==> src/rtl/shift_counter_gen_if.sv <==
// Control/status bundle for shift_counter_gen: step controls, parallel load and registered outputs.
interface shift_counter_gen_if #(
  parameter int WIDTH = 4
);
  logic             en;
  logic             mode;
  logic             dir;
  logic             load;
  logic [WIDTH-1:0] load_val;
  logic [WIDTH-1:0] out;
  logic             wrap;
  logic             err;

  modport master (
    output en, mode, dir, load, load_val,
    input  out, wrap, err
  );

  modport slave (
    input  en, mode, dir, load, load_val,
    output out, wrap, err
  );
endinterface

==> src/rtl/shift_counter_gen.sv <==
// Ring / Johnson shift counter stepping on the falling clock edge, with wrap pulse.
// Illegal-state correction is compiled in when SHIFTCNT_SELFCORR_EN is defined.
module shift_counter_gen #(
  parameter int WIDTH = 4
) (
  input logic                clk,
  input logic                reset,
  shift_counter_gen_if.slave bus
);
  localparam logic [WIDTH-1:0] S_VAL = WIDTH'(1);

  logic [WIDTH-1:0] r_out;
  logic             r_wrap;
  logic [WIDTH-1:0] w_out_next;
  logic             w_wrap_next;
  logic [WIDTH-1:0] w_step;
  logic             w_fb;

  // Feedback bit leaves the end we shift away from; Johnson inverts it.
  always_comb begin
    w_fb   = 1'b0;
    w_step = r_out;
    if (bus.dir) begin
      w_fb   = r_out[WIDTH-1] ^ bus.mode;
      w_step = {r_out[WIDTH-2:0], w_fb};
    end else begin
      w_fb   = r_out[0] ^ bus.mode;
      w_step = {w_fb, r_out[WIDTH-1:1]};
    end
  end

`ifdef SHIFTCNT_SELFCORR_EN
  logic             r_err;
  logic             w_err_next;
  logic             w_legal;
  logic [WIDTH-2:0] w_edges;

  for (genvar gi = 0; gi < WIDTH - 1; gi++) begin : g_edges
    assign w_edges[gi] = r_out[gi] ^ r_out[gi+1];
  end

  // Johnson states have at most one 0/1 boundary along the register.
  assign w_legal = bus.mode ? $onehot0(w_edges) : $onehot(r_out);

  always_comb begin
    w_out_next  = r_out;
    w_wrap_next = 1'b0;
    w_err_next  = 1'b0;
    if (bus.load) begin
      w_out_next = bus.load_val;
    end else if (bus.en && !w_legal) begin
      w_out_next = S_VAL;
      w_err_next = 1'b1;
    end else if (bus.en) begin
      w_out_next  = w_step;
      w_wrap_next = (w_step == S_VAL);
    end
  end

  always_ff @(negedge clk or negedge reset) begin
    if (!reset) begin
      r_err <= 1'b0;
    end else begin
      r_err <= w_err_next;
    end
  end

  assign bus.err = r_err;
`else
  always_comb begin
    w_out_next  = r_out;
    w_wrap_next = 1'b0;
    if (bus.load) begin
      w_out_next = bus.load_val;
    end else if (bus.en) begin
      w_out_next  = w_step;
      w_wrap_next = (w_step == S_VAL);
    end
  end

  assign bus.err = 1'b0;
`endif

  always_ff @(negedge clk or negedge reset) begin
    if (!reset) begin
      r_out  <= S_VAL;
      r_wrap <= 1'b0;
    end else begin
      r_out  <= w_out_next;
      r_wrap <= w_wrap_next;
    end
  end

  assign bus.out  = r_out;
  assign bus.wrap = r_wrap;
endmodule
==> src/flat_wrapper.sv <==
// flat-port wrapper written by rule: the top's interface ports become plain ports
module shift_counter_gen_flat 
#(
  parameter int WIDTH = 4
)
  (clk, reset, bus_en, bus_mode, bus_dir, bus_load, bus_load_val, bus_out, bus_wrap, bus_err);
  shift_counter_gen_if #(.WIDTH(WIDTH)) bus_i ();
  input logic clk;
  input logic reset;
  input wire logic [$bits(bus_i.en)-1:0] bus_en;
  input wire logic [$bits(bus_i.mode)-1:0] bus_mode;
  input wire logic [$bits(bus_i.dir)-1:0] bus_dir;
  input wire logic [$bits(bus_i.load)-1:0] bus_load;
  input wire logic [$bits(bus_i.load_val)-1:0] bus_load_val;
  output wire logic [$bits(bus_i.out)-1:0] bus_out;
  output wire logic [$bits(bus_i.wrap)-1:0] bus_wrap;
  output wire logic [$bits(bus_i.err)-1:0] bus_err;
  assign bus_i.en = bus_en;
  assign bus_i.mode = bus_mode;
  assign bus_i.dir = bus_dir;
  assign bus_i.load = bus_load;
  assign bus_i.load_val = bus_load_val;
  assign bus_out = bus_i.out;
  assign bus_wrap = bus_i.wrap;
  assign bus_err = bus_i.err;
  shift_counter_gen #(.WIDTH(WIDTH)) u_core (.clk(clk), .reset(reset), .bus(bus_i));
endmodule
==> config.mk <==
export PLATFORM = sky130hd
export DESIGN_NAME = shift_counter_gen_flat
export DESIGN_NICKNAME = d
export VERILOG_FILES = /design/src/rtl/shift_counter_gen_if.sv /design/src/rtl/shift_counter_gen.sv /design/src/flat_wrapper.sv
export SDC_FILE = /design/constraint.sdc
export NUM_CORES = 1
export LEC_CHECK = 0
export ABC_AREA = 1
export CAP_MARGIN = 20
export CORE_AREA = 2 2 39 41
export CTS_BUF_LIST = sky130_fd_sc_hd__clkbuf_4 sky130_fd_sc_hd__clkbuf_8 sky130_fd_sc_hd__clkbuf_16
export DETAILED_ROUTE_END_ITERATION = 10
export DIE_AREA = 0 0 41 43
export PLACE_DENSITY_LB_ADDON = 0.2
export SETUP_SLACK_MARGIN = 0.4
export SLEW_MARGIN = 20
export SYNTH_ARGS = -nofsm -noshare
export SYNTH_HDL_FRONTEND = slang
export SYNTH_SLANG_ARGS = --single-unit
==> constraint.sdc <==
create_clock -name clk -period 1.1 [get_ports clk]
set_clock_uncertainty 0.05 [all_clocks]
set_input_delay 0.33 -clock clk [delete_from_list [all_inputs] [get_ports clk]]
set_output_delay 0.33 -clock clk [all_outputs]
set_load 0.02 [all_outputs]
==> metrics.md <==
| Metric | Value |
|---|---|
| Most Crowded Layer GR | `met2` |
| Synth area leaders | `dfrtn_1 32%, nand2_1 21%, a22oi_1 9.7%` |
| LEAKAGE | `0.343 nW` |
| DP Worst Slack | `-995 ps` |
| Hold WS | `361 ps` |
| Die Span X | `41 um` |
| IO Pins | `16` |
| Sequential power share | `0.291` |
| Setup CP Type | `reg2out` |
| Sw Pwr | `0.228 mW` |
| CP Buf/Inv Count | `1` |
| Crit path capture type | `output port` |
| Post-Syn Area | `309 um^2` |
| Distinct cell type count after synthesis | `14` |
| Global-route wire length before repair | `1260 um` |
| Status | `complete, but fails checks` |
| GPL Wtd Cong | `0.706` |
| Core Footprint | `0.00138 mm^2` |
| Via/cell ratio | `4.21` |
| Maxcap violations | `0` |
| Hold Crit Class | `in2async` |
| Max-slew violation count | `0` |
| Mapped Avg Cell Area | `7.02 um^2` |
| Setup repair bufs after CTS | `0` |
| Number of inserted diodes | `0` |
| Fin util | `0.509` |
| Layout cells sized above 1 | `0.710` |
| Logic gate share of total power | `0.389` |
| HPWL Detailed | `705 um` |
| Clk buf depth | `2` |
| Final setup margin | `-761 ps` |
| Net count after synthesis | `54` |
| Total gr overflow | `0` |
| Initial DRC count | `4` |
| DRT Pass-1 Iters | `4` |
| Cell taking the most area after synthesis | `dfrtn_1` |
| # DRC | `0` |
| Max VDD drop | `529 uV` |
| Seq/Total Area, Yosys | `0.409` |
| Setup TNS | `-4030 ps` |
| WL final | `839 um` |
| WP data required | `720 ps` |
| Final hold violation count | `0` |
| Placed instance area | `566 um^2` |
| Vias in the first global route | `343` |
| Die ar. | `0.00176 mm^2` |
| Nets | `80` |
| Met2 Track Usage GR | `0.159` |
| Total CTS buffers | `3` |
| GR Util met1 | `0.125` |
| Clock tree from TritonCTS | `built` |
| Switching share of power | `0.303` |
| CP delay by family, top | `flip-flops` |
| CP max-delay cell | `dfstp_2` |
| Final setup violation count | `10` |
| Mapped Cells | `44` |
| Design area | `704 um^2` |
| Initial antenna violation count | `0` |
| Largest net degree at the start of global routing | `8` |
| Clock root buffer | `clkbuf_4` |
| Violated checks | `negative setup slack` |
| GR Util met3 | `0.0314` |
| Crit-path max cell delay | `530 ps` |
| R2r startpoint | `u_core.bus.out[0]` |
| P_int | `0.526 mW` |
| PD cells | `1070 mW/mm^2` |
| Vias | `358` |
| FF+latch count, synth | `5` |
| RSZ-0062 raised after global routing | `true` |
| GRT Util Overall | `0.111` |
| Skew-Pair Late Insertion Delay | `290 ps` |
| Starting Density | `0.223` |
| Die Ht | `43 um` |
| CP startpoint | `u_core.bus.out[0]` |
| Critical Path Source Type | `flop` |
| Wire per inst | `9.87 um` |
| Worst Path Arrival | `1480 ps` |
| Clock slew at reported path FFs | `30 ps` |
| Synth top area share | `0.324` |
| Synthesis-to-layout area growth | `128%` |
| Worst Path Max Fanout | `2` |
| Row cnt | `14` |
| Critical path cell sequence | `buf_6` |
| Yosys warnings | `0` |
| Sink Count | `5` |
| Port bufs | `14` |
| Routed Antenna Nets | `0` |
| Clock share of power | `0.321` |
| H-Tree Depth | `1` |
==> sequential cells by signal (all words and copies together), names as in the netlist <==
| register | flops |
|---|---|
| u_core.bus.wrap | 1 |
| u_core.bus.out | 4 |
==> placed cells by master (no fill, tap or decap), drive strengths merged <==
master	n
clkbuf	4
a22oi	4
xnor2	1
inv	6
nor3	1
conb	1
dfrtn	4
o21ai	1
buf	20
dlygate4sd2	1
clkdlybuf4s15	1
dfstp	1
nand3	2
nand2	17
nor2	5
==> logic make-up (layout without fill, tap and decap cells) <==
group,count (synthesis),in the layout,synth area share
AOI/OAI and AO/OA,5,5,0.113
DFF,5,5,0.409
buffers and inverters,7,32,0.0972
and+or+nand+nor,25,25,0.340
xor gates and xnor gates,1,1,0.0283
other,1,1,0.0121
==> power by group through the flow <==
stage / Sequential (mW) / Combinational, mW / Clock [mW]
3_3_place_gp: 0.219 / 0.240 / 0.0114
3_5_place_dp: 0.218 / 0.240 / 0.0114
5_1_grt: 0.221 / 0.315 / 0.272
2_1_floorplan: 0.247 / 0.0763 / 0.0114
4_1_cts: 0.219 / 0.272 / 0.256
6_report: 0.219 / 0.293 / 0.242
==> metrics by stage <==
step                total power, mW  std cells
global placement              0.470         81
floorplan                     0.335         44
global route                  0.808         85
finish                        0.754         85
detailed placement            0.470         81
CTS                           0.747         85
==> layout make-up <==
type | instances | area (um^2)
clock buffers | 4 | 30.0
repair buffers | 22 | 241
well taps | 16 | 20.0
fillers | 137 | 679
clock inverters | 1 | 3.75
inverters | 5 | 36.3
multi-input cells | 32 | 246
flip-flops and latches | 5 | 126
==> timing repair <==
item,CTS,global route
pin swaps,15,6
gates resized for setup,84,12
endpoints found under the setup margin,15,10
hold buffers,0,0
==> synth_stat cells <==
master / instances
o21ai_0: 1
a22oi_1: 4
xnor2_1: 1
nor2_1: 4
conb_1: 1
inv_1: 5
nor3_2: 1
nand2_1: 17
nand3_1: 2
nor2_2: 1
dfstp_2: 1
dfrtn_1: 4
buf_4: 1
inv_2: 1
==> worst paths after layout <==
path,slack (ps),depth (start not counted),end
min,360,2,u_core.bus.out[3]
max reg2reg,-110,6,u_core.bus.out[3]
min in group clk,520,3,u_core.bus.out[2]
max,-760,1,bus_out[0]
max in group asynchronous,490,1,u_core.bus.out[0]
min reg2reg,520,3,u_core.bus.out[2]
==> routing by layer <==
| layer | part of all wire | wire length [um] | vias up |
|---|---|---|---|
| li1 | - | - | 186 |
| met5 | 0 | 0 | - |
| met2 | 0.53 | 441 | 7 |
| met1 | 0.41 | 343 | 163 |
| met4 | 0.011 | 9 | 0 |
| met3 | 0.052 | 44 | 2 |
(Power assumes the default switching activity.)
